**src/rtl/floppy_bank.sv**
```systemverilog
// Multi-channel floppy-drive tone generator: each channel homes its head to
// track 0, then toggles STEP at a programmable half-period and bounces DIR at the track limits.
module floppy_bank #(
    parameter int unsigned CHANNELS = 4,
    parameter int unsigned CTR_W    = 22,
    parameter int unsigned TRACKS   = 80,
    parameter int unsigned HOME_DIV = 200000
) (
    input  logic                      clk,
    input  logic                      rst,
    input  logic [CHANNELS-1:0]       enable,
    input  logic [CHANNELS*CTR_W-1:0] setpoint,
    output logic [CHANNELS-1:0]       step,
    output logic [CHANNELS-1:0]       dir,
    output logic [CHANNELS-1:0]       sel_n,
    output logic [CHANNELS-1:0]       homed
);

    localparam int unsigned POS_W = $clog2(TRACKS);
    localparam int unsigned CNT_W = CTR_W + 1;

    typedef enum logic [1:0] {
        ST_HOME = 2'd0,
        ST_IDLE = 2'd1,
        ST_PLAY = 2'd2
    } state_e;

    for (genvar i = 0; i < CHANNELS; i++) begin : g_ch
        state_e             state_q, state_d;
        logic [CTR_W-1:0]   ctr_q, ctr_d;
        logic [POS_W-1:0]   pos_q, pos_d;
        logic [POS_W-1:0]   home_cnt_q, home_cnt_d;
        logic               step_q, step_d;
        logic               dir_q, dir_d;
        logic               homed_q, homed_d;
        logic [CTR_W-1:0]   sp;
        logic [CNT_W-1:0]   ctr_inc;

        assign sp      = setpoint[i*CTR_W +: CTR_W];
        // One extra bit so the compare against the half-period never wraps.
        assign ctr_inc = {1'b0, ctr_q} + CNT_W'(1);

        // Next-state: homing sweep, idle hold, and tone generation with head bounce.
        always_comb begin
            state_d    = state_q;
            ctr_d      = ctr_q;
            pos_d      = pos_q;
            home_cnt_d = home_cnt_q;
            step_d     = step_q;
            dir_d      = dir_q;
            homed_d    = homed_q;

            unique case (state_q)
                ST_HOME: begin
                    dir_d = 1'b1;
                    if (ctr_inc >= CNT_W'(HOME_DIV)) begin
                        ctr_d  = '0;
                        step_d = ~step_q;
                        if (step_q) begin
                            if (home_cnt_q == POS_W'(TRACKS - 1)) begin
                                state_d = ST_IDLE;
                                pos_d   = '0;
                                dir_d   = 1'b0;
                                homed_d = 1'b1;
                            end else begin
                                home_cnt_d = home_cnt_q + POS_W'(1);
                            end
                        end
                    end else begin
                        ctr_d = ctr_inc[CTR_W-1:0];
                    end
                end
                ST_IDLE: begin
                    ctr_d = '0;
                    if (enable[i]) begin
                        state_d = ST_PLAY;
                    end
                end
                ST_PLAY: begin
                    if (!enable[i]) begin
                        state_d = ST_IDLE;
                        ctr_d   = '0;
                    end else if (sp == '0) begin
                        ctr_d = '0;
                    end else if (ctr_inc >= {1'b0, sp}) begin
                        ctr_d  = '0;
                        step_d = ~step_q;
                        // A falling STEP edge moves the head; reverse at either end stop.
                        if (step_q) begin
                            if (dir_q) begin
                                pos_d = pos_q - POS_W'(1);
                                if (pos_q == POS_W'(1)) begin
                                    dir_d = 1'b0;
                                end
                            end else begin
                                pos_d = pos_q + POS_W'(1);
                                if (pos_q == POS_W'(TRACKS - 2)) begin
                                    dir_d = 1'b1;
                                end
                            end
                        end
                    end else begin
                        ctr_d = ctr_inc[CTR_W-1:0];
                    end
                end
                default: begin
                    state_d = ST_HOME;
                end
            endcase
        end

        always_ff @(posedge clk) begin
            if (rst) begin
                state_q    <= ST_HOME;
                ctr_q      <= '0;
                pos_q      <= POS_W'(TRACKS - 1);
                home_cnt_q <= '0;
                step_q     <= 1'b1;
                dir_q      <= 1'b1;
                homed_q    <= 1'b0;
            end else begin
                state_q    <= state_d;
                ctr_q      <= ctr_d;
                pos_q      <= pos_d;
                home_cnt_q <= home_cnt_d;
                step_q     <= step_d;
                dir_q      <= dir_d;
                homed_q    <= homed_d;
            end
        end

        assign step[i]  = step_q;
        assign dir[i]   = dir_q;
        assign homed[i] = homed_q;
        // Drive stays selected throughout homing regardless of enable.
        assign sel_n[i] = ~(enable[i] | (state_q == ST_HOME));
    end

endmodule

```
**config.mk**
```make
export PLATFORM = sky130hd
export DESIGN_NAME = floppy_bank
export DESIGN_NICKNAME = d
export VERILOG_FILES = /design/src/rtl/floppy_bank.sv
export SDC_FILE = /design/constraint.sdc
export NUM_CORES = 1
export LEC_CHECK = 0
export BUFFER_PORTS_ARGS = -buffer_cell sky130_fd_sc_hd__buf_4
export CORE_ASPECT_RATIO = 1.2
export CORE_MARGIN = 10
export CORE_UTILIZATION = 55
export CTS_CLUSTER_DIAMETER = 80
export DETAILED_ROUTE_END_ITERATION = 6
export GPL_TIMING_DRIVEN = 1
export PLACE_DENSITY = 0.83
export SLEW_MARGIN = 5
export SYNTH_ARGS = -nofsm -noshare
export SYNTH_HDL_FRONTEND = slang
export SYNTH_SLANG_ARGS = --single-unit
export TNS_END_PERCENT = 20
```
**constraint.sdc**
```tcl
create_clock -name clk -period 5.71 [get_ports clk]
set_input_delay 0.2855 -clock clk [delete_from_list [all_inputs] [get_ports clk]]
set_output_delay 0.2855 -clock clk [all_outputs]
set_load 0.02 [all_outputs]
```
==> metrics.md <==
| Metric | Value |
|---|---|
| Count of warnings emitted by yosys | 0 |
| Estimated wirelength of the detail-placed design | 26400 um |
| Resized cells post-CTS | 0 |
| P&R area growth vs syn | 9.53% |
| Placed Area | 14700 um2 |
| Count of maximum capacitance violations | 0 |
| WHS | 247 ps |
| Inserted Clock Buffers | 17 |
| Horiz. Die Dim | 165 um |
| Final routed wire length divided by cell count | 16.7 um |
| Placement Setup Slack | 1250 ps |
| Detailed Route Iter0 Violations | 855 |
| Synthesized-area fraction occupied by xor and xnor cells | 6.81% |
| Wire length on met1 | 15400 um |
| CTS max path bufs | 2 |
| Count of standard-cell rows | 63 |
| Final number of setup-violating endpoints | 0 |
| # diodes | 0 |
| # Post-CTS Setup Buffers | 0 |
| Crit path setup slack, layout | 1070 ps |
| Multiplexer share of the synthesized area | 1.60% |
| Via count of the first global-routing pass | 12900 |
| Core area | 24800 um2 |
| Count of flip-flops with a built-in enable after synthesis | 0 |
| Number of pins with negative max-slew slack in the final report | 0 |
| Cells after DPL | 2098 |
| Area of the die | 32200 um2 |
| Cell Pwr Density | 185 nW/um2 |
| FF+latch count, synth | 164 |
| Fraction of the mapped netlist area in compound gates | 22.1% |
| Number of levels the H-tree was split into | 4 |
| Cell Count, Final, Fillers Out | 2130 |
| Slew headroom | 17.3% |
| Share of synthesized cell area in full adder, half adder and majority cells | 10.6% |
| Ports | 110 |
| Seq/Total Area, Yosys | 23.5% |
| Mean number of vias per cell | 6.25 |
| Total chip power | 2.83 mW |
| Wire length on met2 | 17500 um |
| Combinational family with the most area after synthesis | simple AND/OR/NAND/NOR gates |
| Arrival time worst endpoint | 5010 ps |
| Number of vias after detailed routing | 13300 |
| Total routing usage reported by global routing | 21.6% |
| Number of routed nets with antenna violations | 0 |
| Highest routed metal layer | met4 |
| RSZ-0062 raised after global routing | no |
| Total overflow reported by the global router | 0 |
| Maximum vdd ir drop | 0.225 mV |
| Post-Synthesis Cell Area | 14000 um2 |
| Master cell of the clock root buffer | clkbuf_16 |
| Final design utilization | 61.6% |
| Post-synthesis cell type count | 113 |
| Residual DRC count | 0 |
| DR pass1 iterations | 5 |
| Worst Tran Pin Value | 1240 ps |
| Hold buffer count at cts | 0 |
| Setup skew after layout | 14.4 ps |
| Global-route wire length before repair | 59900 um |
| GPL Wtd Cong | 0.954 |
| Routed Wire Length | 35600 um |
| Clock latency at the later pin of the worst-skew pair | 440 ps |
| Post-Synthesis Cells | 1777 |
| Final Cell Area | 15300 um2 |
| Fraction of final layout cells with drive strength greater than 1 | 11.5% |
| Nets in the synthesized netlist | 1989 |
| Worst path required time | 6080 ps |
| Average cell area after synthesis | 7.86 um2 |
| Accumulated negative setup slack | 0 ps |
| Share of the clock period used by the worst path after layout | 81.3% |
| Met3 WL | 1970 um |
| Worst-path clk slew | 70 ps |
| Most used flip-flop cell after synthesis | dfxtp_1 |
| TritonCTS clock tree | built |
| Worst min-delay path category | primary input to flip-flop |
| Crit Path Class | flip-flop to flip-flop |
| Largest net degree at the start of global routing | 68 |
| Highest clock rate | 215 MHz |
| Chip Height | 195 um |
| CP endpoint kind | flip-flop |
| Clock sink count | 164 |
| Post-layout min period | 4640 ps |
| Crit Path Max Fanout | 11 |
| Outcome | completed |
| Layout filler cell count | 2210 |
| Leakage Power | 6.41 nW |
| Port buffer count | 109 |
| CP Launch Type | flip-flop |
| Nets@finish | 2004 |
| Effective utilization at floorplan | 56.2% |
| Number of antenna violations at the first check in global routing | 0 |
| Fraction of registers with async set or reset after synthesis | 0% |
| Simple logic cell fraction of the synthesized area | 27.6% |
| Final Hold Violating Endpoints | 0 |
==> where the power goes <==
| part | total (mW) | switching (mW) | internal, mW |
|---|---|---|---|
| logic | 0.371 | 0.209 | 0.162 |
| registers | 1.21 | 0.0424 | 1.17 |
| clock network | 1.25 | 0.512 | 0.738 |
==> kinds of logic (layout without fill, tap and decap cells) <==
| family | Yosys count | after routing |
|---|---|---|
| buffers and inverters | 256 | 284 |
| DFF | 164 | 164 |
| and+or+nand+nor | 693 | 693 |
| muxes | 22 | 22 |
| AOI/OAI and AO/OA | 416 | 416 |
| adders and majority gates | 119 | 119 |
| xor gates and xnor gates | 107 | 107 |
==> metal layers <==
metal  vias to the layer above  GRT usage, %
met2                       387          37.0
met1                      6273          26.3
met4                         0          7.53
met3                        68          3.97
li1                       6587             -
met5                         -             0
==> path summary, 6_finish.rpt <==
| check | start | end | cells past startpoint | slack [ps] |
|---|---|---|---|---|
| worst min register to register | g_ch[0].homed_q$_SDFFE_PP0P_ | g_ch[0].homed_q$_SDFFE_PP0P_ | 2 | 470 |
| worst max register to register | g_ch[1].ctr_q[0]$_SDFFE_PP0P_ | g_ch[1].ctr_q[18]$_SDFFE_PP0P_ | 14 | 1070 |
| worst min-delay path | enable[2] | g_ch[2].state_q[0]$_SDFFE_PP0P_ | 3 | 250 |
| worst max-delay path | g_ch[1].ctr_q[0]$_SDFFE_PP0P_ | g_ch[1].ctr_q[18]$_SDFFE_PP0P_ | 14 | 1070 |
==> registers in the layout (all words and copies together) (netlist names) <==
name             flops
g_ch.ctr_q          88
g_ch.dir_q           4
g_ch.home_cnt_q     28
g_ch.homed_q         4
g_ch.pos_q          28
g_ch.state_q         8
g_ch.step_q          4
==> cell type report <==
type                    count  area, um2  share of cell area [%]
clock buffers              18        429                    2.81
clock inverters            14        199                    1.30
inverters                 135        507                    3.31
multi-input cells        1357       9590                    62.7
flip-flops and latches    164       3280                    21.5
well taps                 325        407                    2.66
repair buffers            117        878                    5.75
==> placed cells by master (no fill, tap or decap), types with 13 or more instances in the layout <==
cell type | Yosys | final
a21o_1 | 18 | 18
a21oi_1 | 79 | 79
a22o_1 | 13 | 13
a31oi_1 | 33 | 33
a32o_1 | 18 | 18
and2_1 | 16 | 16
and3_1 | 36 | 36
and4_1 | 20 | 20
buf_4 | 20 | 117
clkbuf_16 | 0 | 17
dfxtp_1 | 164 | 164
ha_1 | 118 | 118
inv_1 | 135 | 135
mux2i_1 | 20 | 20
nand2_1 | 153 | 153
nand3_1 | 79 | 79
nand4_1 | 49 | 49
nor2_1 | 117 | 117
nor2b_1 | 18 | 18
nor3_1 | 40 | 40
nor3b_1 | 13 | 13
nor4_1 | 47 | 47
o211ai_1 | 31 | 31
o21ai_0 | 56 | 56
o22ai_1 | 13 | 13
o31ai_1 | 13 | 13
or3_1 | 19 | 19
or4_1 | 16 | 16
xnor2_1 | 57 | 57
xor2_1 | 49 | 49
==> critical path, stage by stage, from the launching register on <==
cell and delay, ps:
dfxtp_1 430, ha_1 310, nand4_2 190, nor4_1 760
nand2_1 170, xnor2_1 230, ha_1 290, a22o_1 210
nor4_1 170, o211ai_1 150, o211ai_1 280, nand2_4 140
o22ai_1 900, a21oi_1 160, o21ai_0 180
==> cell usage after synthesis (all sizes together), types with 9 or more instances <==
master | count | area (um2)
nor2b | 18 | 113
clkbuf | 67 | 253
nor4 | 50 | 358
nor2 | 119 | 452
and4 | 21 | 185
a22o | 13 | 114
o211ai | 31 | 233
dfxtp | 164 | 3280
a211oi | 10 | 103
and2 | 16 | 100
a21o | 18 | 135
nand2 | 157 | 604
xnor2 | 57 | 499
nand3 | 84 | 453
or4 | 17 | 131
buf | 54 | 330
nor3 | 42 | 220
nand2b | 11 | 68.8
o22ai | 14 | 93.8
nor3b | 14 | 110
o2111ai | 12 | 105
o31ai | 13 | 97.6
mux2i | 20 | 200
xor2 | 49 | 429
a31oi | 34 | 219
and3 | 36 | 225
nand4 | 56 | 420
o21a | 9 | 67.6
inv | 135 | 507
a21oi | 81 | 413
ha | 118 | 1480
o21ai | 63 | 323
a32o | 18 | 180
or3 | 19 | 119
(Power assumes the default switching activity.)
